--- config.mk ---
export PLATFORM = sky130hd
export DESIGN_NAME = math_divider_seq
export DESIGN_NICKNAME = d
export VERILOG_FILES = /design/src/rtl/math_divider_pkg.sv /design/src/rtl/math_divider_as_block.sv /design/src/rtl/math_divider_seq.sv
export SDC_FILE = /design/constraint.sdc
export NUM_CORES = 1
export LEC_CHECK = 0
export CORE_MARGIN = 2
export CORE_UTILIZATION = 57
export DETAILED_ROUTE_END_ITERATION = 10
export GPL_TIMING_DRIVEN = 0
export PLACE_DENSITY = 0.95
export SLEW_MARGIN = 20
export SYNTH_ARGS = -nofsm -noshare
export SYNTH_HDL_FRONTEND = slang
export SYNTH_HIERARCHICAL = 1
export SYNTH_SLANG_ARGS = --single-unit
export TNS_END_PERCENT = 50
--- constraint.sdc ---
create_clock -name clk -period 7.35 [get_ports clk]
set_input_delay 0.735 -clock clk [delete_from_list [all_inputs] [get_ports clk]]
set_output_delay 0.735 -clock clk [all_outputs]
set_load 0.02 [all_outputs]
--- src/rtl/math_divider_pkg.sv ---
// Shared constants for the sequential divider: FSM encodings and counter sizing.
package math_divider_pkg;

  localparam logic [1:0] ST_IDLE = 2'd0;
  localparam logic [1:0] ST_RUN  = 2'd1;
  localparam logic [1:0] ST_DONE = 2'd2;

  // Bit counter counts N-1 down to 0, so $clog2(N) bits are enough.
  function automatic int cnt_width(input int n);
    return (n > 1) ? $clog2(n) : 1;
  endfunction

endpackage

--- src/rtl/math_divider_as_block.sv ---
// One bit of the trial subtraction with the restore mux folded in.
module math_divider_as_block (
  input  logic a,
  input  logic b,
  input  logic bin,
  input  logic q,
  output logic d,
  output logic bout
);

  logic diff;

  assign diff = a ^ b ^ bin;
  assign bout = (~a & b) | (~a & bin) | (b & bin);
  // q=1 keeps the difference, q=0 restores the minuend bit.
  assign d    = q ? diff : a;

endmodule

--- src/rtl/math_divider_seq.sv ---
// Unsigned restoring divider: one quotient bit per RUN cycle, MSB first.
import math_divider_pkg::*;

module math_divider_seq #(
  parameter int N = 8
) (
  input  logic         clk,
  input  logic         rst,
  input  logic         start,
  input  logic [N-1:0] dividend,
  input  logic [N-1:0] divisor,
  output logic [N-1:0] quotient,
  output logic [N-1:0] remainder,
  output logic         busy,
  output logic         done,
  output logic         div_by_zero
);

  localparam int CNT_W = cnt_width(N);

  logic [1:0]       state_q, state_d;
  logic [CNT_W-1:0] cnt_q, cnt_d;
  logic [N-1:0]     dvd_q, dvd_d;
  logic [N-1:0]     dvs_q, dvs_d;
  logic [N-1:0]     quo_q, quo_d;
  logic [N:0]       rem_q, rem_d;
  logic [N-1:0]     quotient_q, quotient_d;
  logic [N-1:0]     remainder_q, remainder_d;
  logic             dbz_q, dbz_d;

  logic [N:0]       trial_a, trial_b, rem_nxt;
  logic             keep;
  logic             unused_rem_msb;

  // After a restore the partial remainder is below the divisor, so its MSB is always 0.
  assign unused_rem_msb = rem_q[N];
  assign trial_a = {rem_q[N-1:0], dvd_q[N-1]};
  assign trial_b = {1'b0, dvs_q};

  for (genvar i = 0; i <= N; i++) begin : g_bit
    logic bin_w, bout_w;
    if (i == 0) begin : g_lsb
      assign bin_w = 1'b0;
    end else begin : g_chain
      assign bin_w = g_bit[i-1].bout_w;
    end
    math_divider_as_block u_as (
      .a   (trial_a[i]),
      .b   (trial_b[i]),
      .bin (bin_w),
      .q   (keep),
      .d   (rem_nxt[i]),
      .bout(bout_w)
    );
  end

  // No borrow out of the top bit means the trial difference is non-negative.
  assign keep = ~g_bit[N].bout_w;

  always_comb begin
    state_d     = state_q;
    cnt_d       = cnt_q;
    dvd_d       = dvd_q;
    dvs_d       = dvs_q;
    quo_d       = quo_q;
    rem_d       = rem_q;
    quotient_d  = quotient_q;
    remainder_d = remainder_q;
    dbz_d       = dbz_q;
    case (state_q)
      ST_IDLE: begin
        if (start) begin
          dvd_d   = dividend;
          dvs_d   = divisor;
          rem_d   = '0;
          quo_d   = '0;
          cnt_d   = CNT_W'(N - 1);
          state_d = ST_RUN;
        end
      end
      ST_RUN: begin
        rem_d = rem_nxt;
        quo_d = {quo_q[N-2:0], keep};
        dvd_d = dvd_q << 1;
        if (cnt_q == '0) begin
          state_d     = ST_DONE;
          quotient_d  = {quo_q[N-2:0], keep};
          remainder_d = rem_nxt[N-1:0];
          dbz_d       = (dvs_q == '0);
        end else begin
          cnt_d = cnt_q - CNT_W'(1);
        end
      end
      ST_DONE: state_d = ST_IDLE;
      default: state_d = ST_IDLE;
    endcase
  end

  always_ff @(posedge clk or posedge rst) begin
    if (rst) begin
      state_q     <= ST_IDLE;
      cnt_q       <= '0;
      dvd_q       <= '0;
      dvs_q       <= '0;
      quo_q       <= '0;
      rem_q       <= '0;
      quotient_q  <= '0;
      remainder_q <= '0;
      dbz_q       <= 1'b0;
    end else begin
      state_q     <= state_d;
      cnt_q       <= cnt_d;
      dvd_q       <= dvd_d;
      dvs_q       <= dvs_d;
      quo_q       <= quo_d;
      rem_q       <= rem_d;
      quotient_q  <= quotient_d;
      remainder_q <= remainder_d;
      dbz_q       <= dbz_d;
    end
  end

  assign quotient    = quotient_q;
  assign remainder   = remainder_q;
  assign div_by_zero = dbz_q;
  assign busy        = (state_q == ST_RUN);
  assign done        = (state_q == ST_DONE);

endmodule

# After elaboration in Yosys (flattened, before gate mapping)
# Cells that the tools add are included.
word_totals:
  reg_bits: 53
  input_bits: 19
  output_inout_bits: 19
  wordCells: 106
classes:
  n_addsub: 1
  n_eq_ne: 5
  n_mux: 20
  bitwise_logic: 62
  reduce_logical: 9
ops:
  columns: ["cell", "count"]
  rows:
  - ["$pmux 8 s2", 2]
  - ["$and 1x1->1", 23]
  - ["$mux 8", 2]
  - ["$xor 1x1->1", 15]
  - ["$or 1x1->1", 14]
  - ["$pmux 7 s2", 1]
  - ["$not 1->1", 10]
  - ["$logic_not 8->1", 1]
  - ["$mux 1", 8]
  - ["$reduce_and 2->1", 4]
  - ["$mux 7", 1]
  - ["$mux 3", 2]
  - ["$pmux 3 s2", 1]
  - ["$mux 2", 2]
  - ["$ne 2x2->1 const B", 2]
  - ["$pmux 2 s2", 1]
  - ["$logic_not 3->1", 1]
  - ["$reduce_and 3->1", 1]
  - ["$sub 3x1->3 const B", 1]
  - ["$eq 2x1->1 const B", 1]
  - ["$eq 2x2->1 const B", 1]
  - ["$logic_not 2->1", 1]
  - ["$ne 2x1->1 const B", 1]
  - ["$reduce_bool 2->1", 1]

# Logic depth before layout (Yosys ltp)
# Gate-level depths: netlist of the first run.
depth:
  ltp_word: 26
  depth_mapped: 13
  ltp_nobuf: 13

# By module
# The synthesis of the first run kept the hierarchy.
modules_own_cells:
  columns: ["module", "instances", "cells_per_inst", "area_each_um2", "seq_area_each_um2"]
  rows:
  - ["math_divider_seq", 1, 150, 2103.3, 1326.3]
  - ["math_divider_as_block", 9, 3, 33.8, 0.0]

# Worst setup path before layout of the first run
# No wires, ideal clock.
synth_path:
  path_type: "register to register"
  from: "reg dvd_q[7]"
  to: "reg remainder_q[0], in the netlist remainder[0]"
  setup_time_ns: 0.125
  t_arrival_ns: 4.549
  required_time_ns: 7.225
  setup_slack_ns: 2.676
  path_stages_with_launch: 14
  n_path_buf: 0
  period_less_slack_ns: 4.674
  path_cell_list: "dfrtp_1 -> inv_1 -> fa_1 -> fa_1 -> fa_1 -> fa_1 -> fa_1 -> fa_1 -> fa_1 -> fa_1 -> fa_1 -> inv_1 -> mux2i_1 -> mux2_2"
synth_via:
  elab_chain_len: 25
  elab_cells_between_ends: 33
  cone_classes: "mux: 1; bitwise: 32"
synth_rtl:
  columns: ["element", "line_no", "text"]
  rows:
  - ["from (decl)", "math_divider_seq.sv:23", "logic [N-1:0] dvd_q, dvd_d;"]
  - ["from (signal assigned)", "math_divider_seq.sv:113", "dvd_q <= dvd_d;"]
  - ["$not 1->1 (*)", "math_divider_as_block.sv:14", "assign bout = (~a & b) | (~a & bin) | (b & bin);"]
  - ["$and 1x1->1 (*)", "math_divider_as_block.sv:14", null]
  - ["named net g_bit[0].bout_w", "math_divider_seq.sv:41", "logic bin_w, bout_w;"]
  - ["$and 1x1->1", "math_divider_as_block.sv:14", null]
  - ["$or 1x1->1", "math_divider_as_block.sv:14", null]
  - ["$or 1x1->1 (*)", "math_divider_as_block.sv:14", null]
  - ["named net g_bit[1].bout_w", "math_divider_seq.sv:41", null]
  - ["$and 1x1->1", "math_divider_as_block.sv:14", null]
  - ["(+2 left out)", null, null]
  - ["named net g_bit[2].bout_w", "math_divider_seq.sv:41", null]
  - ["(+3 left out)", null, null]
  - ["named net g_bit[3].bout_w", "math_divider_seq.sv:41", null]
  - ["(+3 left out)", null, null]
  - ["named net g_bit[4].bout_w", "math_divider_seq.sv:41", null]
  - ["(+3 left out)", null, null]
  - ["named net g_bit[5].bout_w", "math_divider_seq.sv:41", null]
  - ["(+3 left out)", null, null]
  - ["named net g_bit[6].bout_w", "math_divider_seq.sv:41", null]
  - ["$and 1x1->1", "math_divider_as_block.sv:14", null]
  - ["$or 1x1->1", "math_divider_as_block.sv:14", null]
  - ["$or 1x1->1 (*)", "math_divider_as_block.sv:14", null]
  - ["named net g_bit[7].bout_w", "math_divider_seq.sv:41", null]
  - ["$and 1x1->1 (*)", "math_divider_as_block.sv:14", null]
  - ["named net g_bit[8].bout_w", "math_divider_seq.sv:41", null]
  - ["$mux 1 (*)", "math_divider_as_block.sv:16", "assign d = q ? diff : a;"]
  - ["named net rem_nxt[0]", "math_divider_seq.sv:31", "logic [N:0] trial_a, trial_b, rem_nxt;"]
  - ["to (signal assigned)", "math_divider_seq.sv:118", "remainder_q <= remainder_d;"]
  - ["to (decl)", "math_divider_seq.sv:28", "logic [N-1:0] remainder_q, remainder_d;"]
# The timed path passes the listed nets; every way through them passes the cells marked *.
# A chain may end at the register's enable or synchronous reset.

# Final worst setup path of the first run
layout_path:
  from: "reg dvd_q[7]"
  to: "reg rem_q[5]"
layout_via:
  elab_chain_len: 26
  elab_cells_between_ends: 34
  cone_classes: "mux: 2; bitwise: 32"
layout_rtl:
  columns: ["element", "line_no", "text"]
  rows:
  - ["$not 1->1 (*)", "math_divider_as_block.sv:14", null]
  - ["$and 1x1->1 (*)", "math_divider_as_block.sv:14", null]
  - ["named net g_bit[0].bout_w", "math_divider_seq.sv:41", null]
  - ["$and 1x1->1", "math_divider_as_block.sv:14", null]
  - ["$or 1x1->1", "math_divider_as_block.sv:14", null]
  - ["$or 1x1->1 (*)", "math_divider_as_block.sv:14", null]
  - ["named net g_bit[1].bout_w", "math_divider_seq.sv:41", null]
  - ["$and 1x1->1", "math_divider_as_block.sv:14", null]
  - ["(+2 left out)", null, null]
  - ["named net g_bit[2].bout_w", "math_divider_seq.sv:41", null]
  - ["(+3 left out)", null, null]
  - ["named net g_bit[3].bout_w", "math_divider_seq.sv:41", null]
  - ["(+3 left out)", null, null]
  - ["named net g_bit[4].bout_w", "math_divider_seq.sv:41", null]
  - ["(+3 left out)", null, null]
  - ["named net g_bit[5].bout_w", "math_divider_seq.sv:41", null]
  - ["(+3 left out)", null, null]
  - ["named net g_bit[6].bout_w", "math_divider_seq.sv:41", null]
  - ["(+1 left out)", null, null]
  - ["$or 1x1->1", "math_divider_as_block.sv:14", null]
  - ["$or 1x1->1 (*)", "math_divider_as_block.sv:14", null]
  - ["named net g_bit[7].bout_w", "math_divider_seq.sv:41", null]
  - ["$and 1x1->1 (*)", "math_divider_as_block.sv:14", null]
  - ["named net g_bit[8].bout_w", "math_divider_seq.sv:41", null]
  - ["$mux 1 (*)", "math_divider_as_block.sv:16", null]
  - ["named net rem_nxt[5]", "math_divider_seq.sv:31", null]
  - ["$pmux 8 s2 (*)", "math_divider_seq.sv:70", "case (state_q)"]
  - ["to (signal assigned)", "math_divider_seq.sv:116", "rem_q <= rem_d;"]
  - ["to (decl)", "math_divider_seq.sv:26", "logic [N:0] rem_q, rem_d;"]
# Marked as above.

==> results.md, run 1 <==
- Status: finished, final reports clean
- Max Buffers Root-to-Sink: 2
- Hold WS: 0.490 ns
- WL met3: 219 µm
- Final ANT Viol Nets: 0
- Unrepaired setup endpoints after global routing: false
- Routed met2 length: 2220 µm
- Cts-stage hold buffer count: 0
- WL final: 4490 µm
- CTS root buf: clkbuf_8
- Yosys warnings: 6
- Die X: 68.9 µm
- IO buf count: 37
- Max-Cap Viols: 0
- Starting density of the core: 59.5%
- Placer Congestion: 0.770
- Cell Pwr Density: 462 nW/µm²
- Antenna violations before repair: 0
- Syn Inst Count: 176
- Comb power frac: 48.0%
- First-pass DRT Iterations: 4
- Fillers: 276
- Wl on met1: 1950 µm
- Largest net degree at the start of global routing: 28
- Clock tree from TritonCTS: yes
- All-Layer GR Usage: 21.5%
- Hold/Removal Path Class: flop to flop
- # clock sinks: 53
- Total clock buffers created by CTS: 5
- Sw Pwr: 504 µW
- Share of cells above drive strength 1: 20.2%
- DR WL/cell: 16.4 µm
- Post-route DRC: 0
- Sw Ratio: 36.8%
- Vias in the first global route: 1491
- Via density: 5.49
- Top layer in use: met4
- Critical Path Sink Type: flop
- Internal power: 868 µW
- Iter 0 DRT Violations: 34
- Mapped cell area: 2400 µm²
- Flop pwr share: 37.3%
- F_max: 200 MHz
- Overflow after GRT: 0
- Final period utilization: 68.2%
- Slew Limit Fails: 0
- Startpoint types: flop
- Max VDD drop: 0.334 mV
- H-tree levels: 2
- Hold Violations, Final: 0
- Path type of the worst setup path: flop to flop
- Clock share of power: 14.7%
- First-pass GRT wire length: 7180 µm
- Crit path max fanout: 9
- Via count: 1499
- Worst-path clk slew: 0.09 ns
- Final setup viols: 0
- Critical Path RT: 7.59 ns
- Io pins: 38
- Slew headroom: 48.9%
- Avg Cell Area, Syn: 13.6 µm²
- Post-DP HPWL: 3330 µm
- Resize count post-CTS: 0
- Worst Path Arrival: 5.25 ns
- Area grow syn2layout: 23.9%
- Worst clock skew: 0.0116 ns
- Tmin final: 5.01 ns
- Pleak: 1.36 nW
- Vert. Die Dim: 68.9 µm
- Die area: 4740 µm²
- Postcts setup bufs: 0
- Core area: 4030 µm²
- Antenna Cells: 0
- Total negative slack for setup checks: 0 ns
- Fin nets: 252
- Site Rows: 23
- Clk_lat worst skew: 0.31 ns
- Measured slew at the worst slew-check pin: 0.763 ns
area by class of cell:
type	count	area (µm²)	share of cell area [%]
Clock buffer	7	86.3	2.91
Buffer	8	50.0	1.68
Clock inverter	1	30.0	1.01
Multi-Input combinational cell	100	965	32.5
Tap cell	50	62.6	2.11
Inverter	16	60.1	2.02
Timing Repair Buffer	38	390	13.1
Sequential cell	53	1330	44.7
through the flow:
| stage | utilization (%) | cells | setup slack [ns] | power, mW | cell area, µm² |
|---|---|---|---|---|---|
| after floorplan | - | 177 | 2.71 | 0.956 | 2400 |
| after global placement | 70.3 | 264 | 2.48 | 1.12 | 2830 |
| after detailed placement | 70.8 | 265 | 2.37 | 1.18 | 2850 |
| after CTS | 73.7 | 273 | 2.33 | 1.38 | 2970 |
| after global routing | 73.7 | 273 | 2.17 | 1.47 | 2970 |
| final | 73.7 | 273 | 2.34 | 1.37 | 2970 |
per-layer routing:
metal | GRT usage, % | vias to the layer above
met2 | 33.1 | 41
met5 | 0 | -
met3 | 6.33 | 11
met1 | 28.6 | 751
li1 | - | 696
met4 | 9.07 | 0
worst max-delay path, cell delays in order (launching register included):
cell     delay (ns)
dfrtp_1        0.36
inv_1          0.09
fa_1           0.44
fa_1           0.39
fa_1           0.39
fa_1           0.41
fa_1           0.39
fa_1           0.39
fa_1           0.38
fa_1           0.39
fa_1           0.40
inv_1          0.36
mux2i_1        0.35
a22o_1         0.20
registers in the layout, summed over array words and instances, names as in the netlist:
signal and count:
rem_q 8, div_by_zero 1, quo_q 7, quotient 8
state_q 2, remainder 8, dvs_q 8, dvd_q 8
cnt_q 3
final timing paths:
kind,start,to,slack (ns),cells after the start
setup / recovery,dvd_q[7],rem_q[5],2.34,13
hold / removal,dvd_q[5],dvd_q[5],0.49,2
setup reg to reg,dvd_q[7],rem_q[5],2.34,13
hold reg to reg,dvd_q[5],dvd_q[5],0.49,2
max in group asynchronous,rst,remainder[0],6.01,3
min in group asynchronous,rst,dvd_q[0],0.80,2
power by group through the flow:
stage	clock network, mW	registers [mW]	logic [mW]
floorplan	0	0.540	0.416
global placement	0	0.509	0.614
detailed placement	0	0.517	0.660
CTS	0.205	0.512	0.662
global route	0.216	0.527	0.726
finish	0.202	0.512	0.658
cell usage in the layout, fill, tap and decap left out, drive strengths merged, types with 7 or more instances in the layout:
cell,count
dfrtp,53
clkdlybuf4s50,37
mux2,25
a22o,17
inv,16
mux2i,15
nand2,10
fa,9
clkbuf,9
o21ai,8
buf,7
(Power assumes the default switching activity.)
==> inputs of run 2 (changes only) <==
- CORE_UTILIZATION: 57 -> 48
- PLACE_DENSITY: 0.95 -> 0.86
- clock period: 7.35 -> 4.2 ns (I/O delays scaled with it)
==> run 2 against run 1 <==
The flow now finishes with violations (negative setup slack); utilization fell by 8.3 points; sequential share of layout area fell by 2.0 points; wire length rose by 1.6%; highest routed layer unchanged.
==> results.md, run 2 (synthesis results as in run 1) <==
- Most frequent cells in the layout: dfrtp_1 (53), clkdlybuf4s50_1 (37), mux2_2 (23)
- Path type of the worst setup path: flop to flop
- # clock sinks: 53
- CP peak stage delay: 0.42 ns
- Cell Pwr Density: 847 nW/µm²
- Commonest non-fill, non-tap cell in the layout: dfrtp_1
- Share of cells above drive strength 1: 29.1%
- Post-DP HPWL: 3220 µm
- WL met3: 216 µm
- Vert. Die Dim: 74.7 µm
- Status: complete, but fails checks
- Worst-path clk slew: 0.09 ns
- Cell Count Post-Placement: 282
- Reg-to-reg startpoint: dvs_q[0]
- Clk_lat worst skew: 0.31 ns
- Starting density of the core: 50.4%
- CP top delay family: adder cells
- Crit path cell chain: fa_2, fa_2, fa_2, fa_2, fa_2, fa_2, fa_2, fa_2, fa_2, clkinv_4, mux2i_2, a22o_1
- Sw Ratio: 35.9%
- Measured slew at the worst slew-check pin: 0.696 ns
- Final instance area: 3110 µm²
- WL final: 4560 µm
- Pleak: 1.39 nW
- CTS root buf: clkbuf_8
- Total clock buffers created by CTS: 5
- Worst Path Buf+Inv: 1
- Crit-path slowest cell: dfrtp_1
- Io pins: 38
- Slew Limit Fails: 0
- Critical Path RT: 4.45 ns
- Max Buffers Root-to-Sink: 2
- Routed met2 length: 2210 µm
- Hold Violations, Final: 0
- Flop pwr share: 34.4%
- R2R Setup Slk: -0.14 ns
- Hold WS: 0.419 ns
- F_max: 231 MHz
- Antenna Cells: 0
- Cts-stage hold buffer count: 0
- Sw Pwr: 947 µW
- Most frequent cell on the critical path: fa_2
- Fin cells: 294
- Final period utilization: 103%
- Startpoint types: flop
- Max-Cap Viols: 0
- Site Rows: 25
- Crit path max fanout: 5
- Unrepaired setup endpoints after global routing: true
- Fillers: 377
- Worst Path Arrival: 4.59 ns
- IO buf count: 37
- Antenna violations before repair: 0
- Placer Congestion: 0.756
- Die X: 74.7 µm
- Sequential cell area: 1330 µm²
- Area of the multi-input gates: 1030 µm²
- Post-route DRC: 0
- First-pass GRT wire length: 7540 µm
- Die area: 5580 µm²
- Post-placement setup slack: -0.513 ns
- Internal power: 1.69 mW
- Hold/Removal Path Class: input pin to asynchronous set/reset pin
- H-tree levels: 2
- Area grow syn2layout: 29.9%
- Via density: 5.14
- Max VDD drop: 0.467 mV
- Fin nets: 256
- First-pass DRT Iterations: 4
- All-Layer GR Usage: 18.4%
- Top layer in use: met4
- Largest net degree at the start of global routing: 36
- Slew headroom: 53.4%
- Via count: 1510
- Tmin final: 4.34 ns
- Wl on met1: 2070 µm
- Setup WS post-layout: -0.135 ns
- Critical Path Sink Type: flop
- Comb power frac: 50.5%
- Cells on worst reg2reg path: 12
- Worst clock skew: 0.00981 ns
- Crit path depth: 12
- Final ANT Viol Nets: 0
- Vias in the first global route: 1592
- Iter 0 DRT Violations: 89
- Core area: 4750 µm²
- Placed cell areas: 2880 µm²
- Reg2reg end: rem_q[1]
- DR WL/cell: 15.5 µm
- Total negative slack for setup checks: -1.77 ns
- Clock tree from TritonCTS: yes
- Final setup viols: 17
- Clock share of power: 15.2%
- Overflow after GRT: 0
- Violated checks: negative setup slack
[run 2: worst max-delay path by stage]
stage | start | endpoint | slack [ns]
detailed placement | dvd_q[7] | rem_q[5] | -0.51
CTS | dvs_q[0] | rem_q[1] | -0.14
floorplan | dvd_q[7] | remainder[7] | 0.19
global route | dvs_q[0] | rem_q[6] | -0.22
finish | dvs_q[0] | rem_q[1] | -0.14
global placement | dvd_q[7] | remainder[5] | -0.43
[run 2: per-layer routing]
layer / vias to the layer above / track usage (%)
met1: 757 / 25.2
met2: 44 / 28.8
li1: 704 / -
met3: 5 / 4.69
met4: 0 / 6.55
met5: - / 0
[run 2: layout make-up]
cell class | instances | share of cell area [%]
flip-flops and latches | 53 | 42.6
multi-input cells | 100 | 33.2
repair buffers | 41 | 13.3
clock buffers | 5 | 2.21
repair inverters | 1 | 0.201
inverters | 16 | 2.09
well taps | 67 | 2.69
plain buffers | 8 | 1.61
clock inverters | 3 | 2.09
[run 2: timing repair]
item                                   4_1_cts  5_1_grt
pin swaps                                    4        1
gates cloned                                 1        0
setup endpoints to repair                   18       17
buffers inserted                             2        1
gates resized for setup                     15        6
endpoints found under the hold margin        0        0
[run 2: metrics by stage]
step	utilization, %	power (mW)
final	65.5	2.64
after global routing	65.5	2.82
after CTS	64.7	2.57
after detailed placement	60.6	2.05
after global placement	60.2	1.98
after floorplan	-	1.68
[run 2: worst register-to-register path, cell delays in order (launching register included)]
cell,delay [ns]
dfrtp_1,0.42
fa_2,0.38
fa_2,0.40
fa_2,0.36
fa_2,0.35
fa_2,0.35
fa_2,0.34
fa_2,0.35
fa_2,0.35
fa_2,0.42
clkinv_4,0.12
mux2i_2,0.25
a22o_1,0.18
[run 2: power groups by stage]
stage	sequential, mW	clock (mW)	combinational (mW)
2_1_floorplan	0.945	0	0.739
3_3_place_gp	0.895	0	1.08
3_5_place_dp	0.911	0	1.14
4_1_cts	0.905	0.412	1.25
5_1_grt	0.934	0.434	1.45
6_report	0.906	0.400	1.33
==> inputs of run 3 (changes only) <==
- PLACE_DENSITY: 0.86 -> 0.87
- SKIP_LAST_GASP: default -> 1
- SYNTH_HIERARCHICAL: 1 -> default
==> run 3 against run 2 <==
The run now ends clean; design area fell by 3.1%; clock skew about the same; area after synthesis decreased by 0.84%; total power up 1.1%; fmax up 5.9%; via count increased by 17%; non-clock buffer count is 1 higher; utilization is 2.0 points lower; die area down 0.79%; first-iteration DRC count increased by 2.2%; sequential share of layout area grew 1.3 points; largest cell class unchanged.
==> results.md, run 3 <==
- Via count: 1761
- Worst Path Buf+Inv: 4
- Worst clock skew: 0.00942 ns
- Commonest non-fill, non-tap cell in the layout: nand2_1
- Placer Congestion: 0.792
- Ranking of synthesized cells by area: dfrtp_1 (56%), nand2_1 (8.7%), mux2i_1 (6.3%)
- Fin nets: 297
- Most frequent cell on the critical path: fa_2
- Die X: 74.4 µm
- Cts-stage hold buffer count: 0
- Final period utilization: 97.5%
- Fin cells: 336
- Crit-path slowest cell: dfrtp_1
- Status: finished, final reports clean
- Max-Cap Viols: 0
- Vert. Die Dim: 74.4 µm
- Crit path cell chain: inv_1, ha_1, inv_1, fa_2, fa_1, fa_1, fa_2, fa_2, fa_1, inv_1, fa_2, nor2b_4, buf_8, mux2i_2, o21ai_0
- Synth async-reset ratio: 100%
- Post-route DRC: 0
- Max Buffers Root-to-Sink: 2
- First-pass GRT wire length: 8110 µm
- Overflow after GRT: 0
- Core area: 4750 µm²
- Avg Cell Area, Syn: 10.7 µm²
- Top post-synthesis cells by count: nand2_1 (55), dfrtp_1 (53), o21ai_0 (30)
- Worst-path clk slew: 0.10 ns
- Tmin final: 4.10 ns
- Worst Path Arrival: 4.30 ns
- Total clock buffers created by CTS: 5
- Via density: 5.24
- Wl on met1: 2270 µm
- Top-area cell type share of the netlist area: 55.8%
- Cell Pwr Density: 883 nW/µm²
- Starting density of the core: 50.0%
- Crit path max fanout: 5
- Register area share after synthesis: 55.8%
- Largest net degree at the start of global routing: 29
- WL final: 5050 µm
- Final instance area: 3020 µm²
- Count leader, synth: nand2_1
- Post-Syn Nets: 251
- Final setup viols: 0
- Post-synth cell types: 27
- EDFF count, synth: 0
- All-Layer GR Usage: 19.8%
- Cell Count Post-Placement: 327
- Die area: 5530 µm²
- Site Rows: 25
- First-pass DRT Iterations: 4
- CP top delay family: adder cells
- Synth area leader: dfrtp_1
- Critical Path Sink Type: flop
- Top layer in use: met4
- Final ANT Viol Nets: 0
- Io pins: 38
- Clock tree from TritonCTS: yes
- Slew headroom: 60.4%
- # clock sinks: 53
- Critical Path RT: 4.40 ns
- WL met3: 177 µm
- Share of cells above drive strength 1: 14.1%
- Antenna violations before repair: 0
- Yosys warnings: 0
- Most used DFF post-synth: dfrtp_1
- Syn Inst Count: 222
- IO buf count: 37
- #FFs+latches synth: 53
- Mapped cell area: 2380 µm²
- Clk_lat worst skew: 0.31 ns
- Max VDD drop: 0.409 mV
- H-tree levels: 2
- Slew Limit Fails: 0
- DR WL/cell: 15.0 µm
- Hold/Removal Path Class: input pin to asynchronous set/reset pin
- Measured slew at the worst slew-check pin: 0.594 ns
- Hold Violations, Final: 0
- Vias in the first global route: 1726
- CP peak stage delay: 0.40 ns
- Iter 0 DRT Violations: 91
- Total negative slack for setup checks: 0 ns
- Area grow syn2layout: 26.9%
- CTS root buf: clkbuf_8
- Path type of the worst setup path: flop to flop
- Routed met2 length: 2530 µm
- Startpoint types: flop
- Post-DP HPWL: 3390 µm
- F_max: 244 MHz
- Most frequent cells in the layout: nand2_1 (55), dfrtp_1 (53), clkdlybuf4s50_1 (37)
- Hold WS: 0.480 ns
- Postcts setup bufs: 0
- Placed cell areas: 2850 µm²
- Pleak: 1.36 nW
- R2R Setup Slk: 0.10 ns
- Antenna Cells: 0
==> run 3: worst reg2reg max path, stage by stage (launching register included) <==
cell     delay (ns)
dfrtp_1        0.40
inv_1          0.09
ha_1           0.14
inv_1          0.05
fa_2           0.35
fa_1           0.38
fa_1           0.40
fa_2           0.37
fa_2           0.36
fa_1           0.40
inv_1          0.09
fa_2           0.21
nor2b_4        0.21
buf_8          0.16
mux2i_2        0.25
o21ai_0        0.11
==> run 3: cell families after synthesis <==
| kind of cell | share of synthesized area [%] |
|---|---|
| multiplexers | 8.21 |
| buffers and inverters | 5.47 |
| adder cells (fa/ha/maj) | 7.47 |
| AND/OR/NAND/NOR | 11.9 |
| AO/OA/AOI/OAI | 11.2 |
| flip-flops | 55.8 |
==> run 3: final timing paths <==
check	from	to	cells after the start
worst max-delay path	dvd_q[7]	rem_q[6]	15
worst min-delay path	rst	remainder[1]	2
worst max register to register	dvd_q[7]	rem_q[6]	15
worst min register to register	quotient[1]	quotient[1]	2
max in group asynchronous	rst	quo_q[6]	3
min in group clk	quotient[1]	quotient[1]	2
==> run 3: per-layer routing <==
layer	track usage, %	up-vias
met3	3.52	7
met4	8.53	0
met2	32.1	55
li1	-	827
met1	26.3	872
met5	0	-
==> run 3: cell type report <==
class | count | area (µm²)
buffer | 11 | 72.6
clock buffer | 5 | 68.8
clock inverter | 3 | 17.5
fill | 380 | 1740
inverter | 18 | 67.6
multi-input combinational | 140 | 966
sequential | 53 | 1330
tap | 67 | 83.8
timing repair buffer | 39 | 415
==> run 3: where the power goes <==
part	internal, mW	leakage [nW]	switching, mW
sequential	0.751	0.661	0.182
clock	0.115	0.0439	0.173
combinational	0.703	0.655	0.739
==> run 3: stage by stage <==
stage	util, %	power (mW)	worst slack (ns)
global route	63.5	2.85	-0.0500
global placement	59.6	2.04	0.0536
CTS	62.1	2.45	0.00892
finish	63.5	2.66	0.104
floorplan	-	1.72	0.330
detailed placement	60.0	2.12	-0.0223
==> run 3: what timing repair did <==
item                                    CTS  global route
endpoints found under the setup margin   13            16
cloned                                    0             1
resized for setup                         4            14
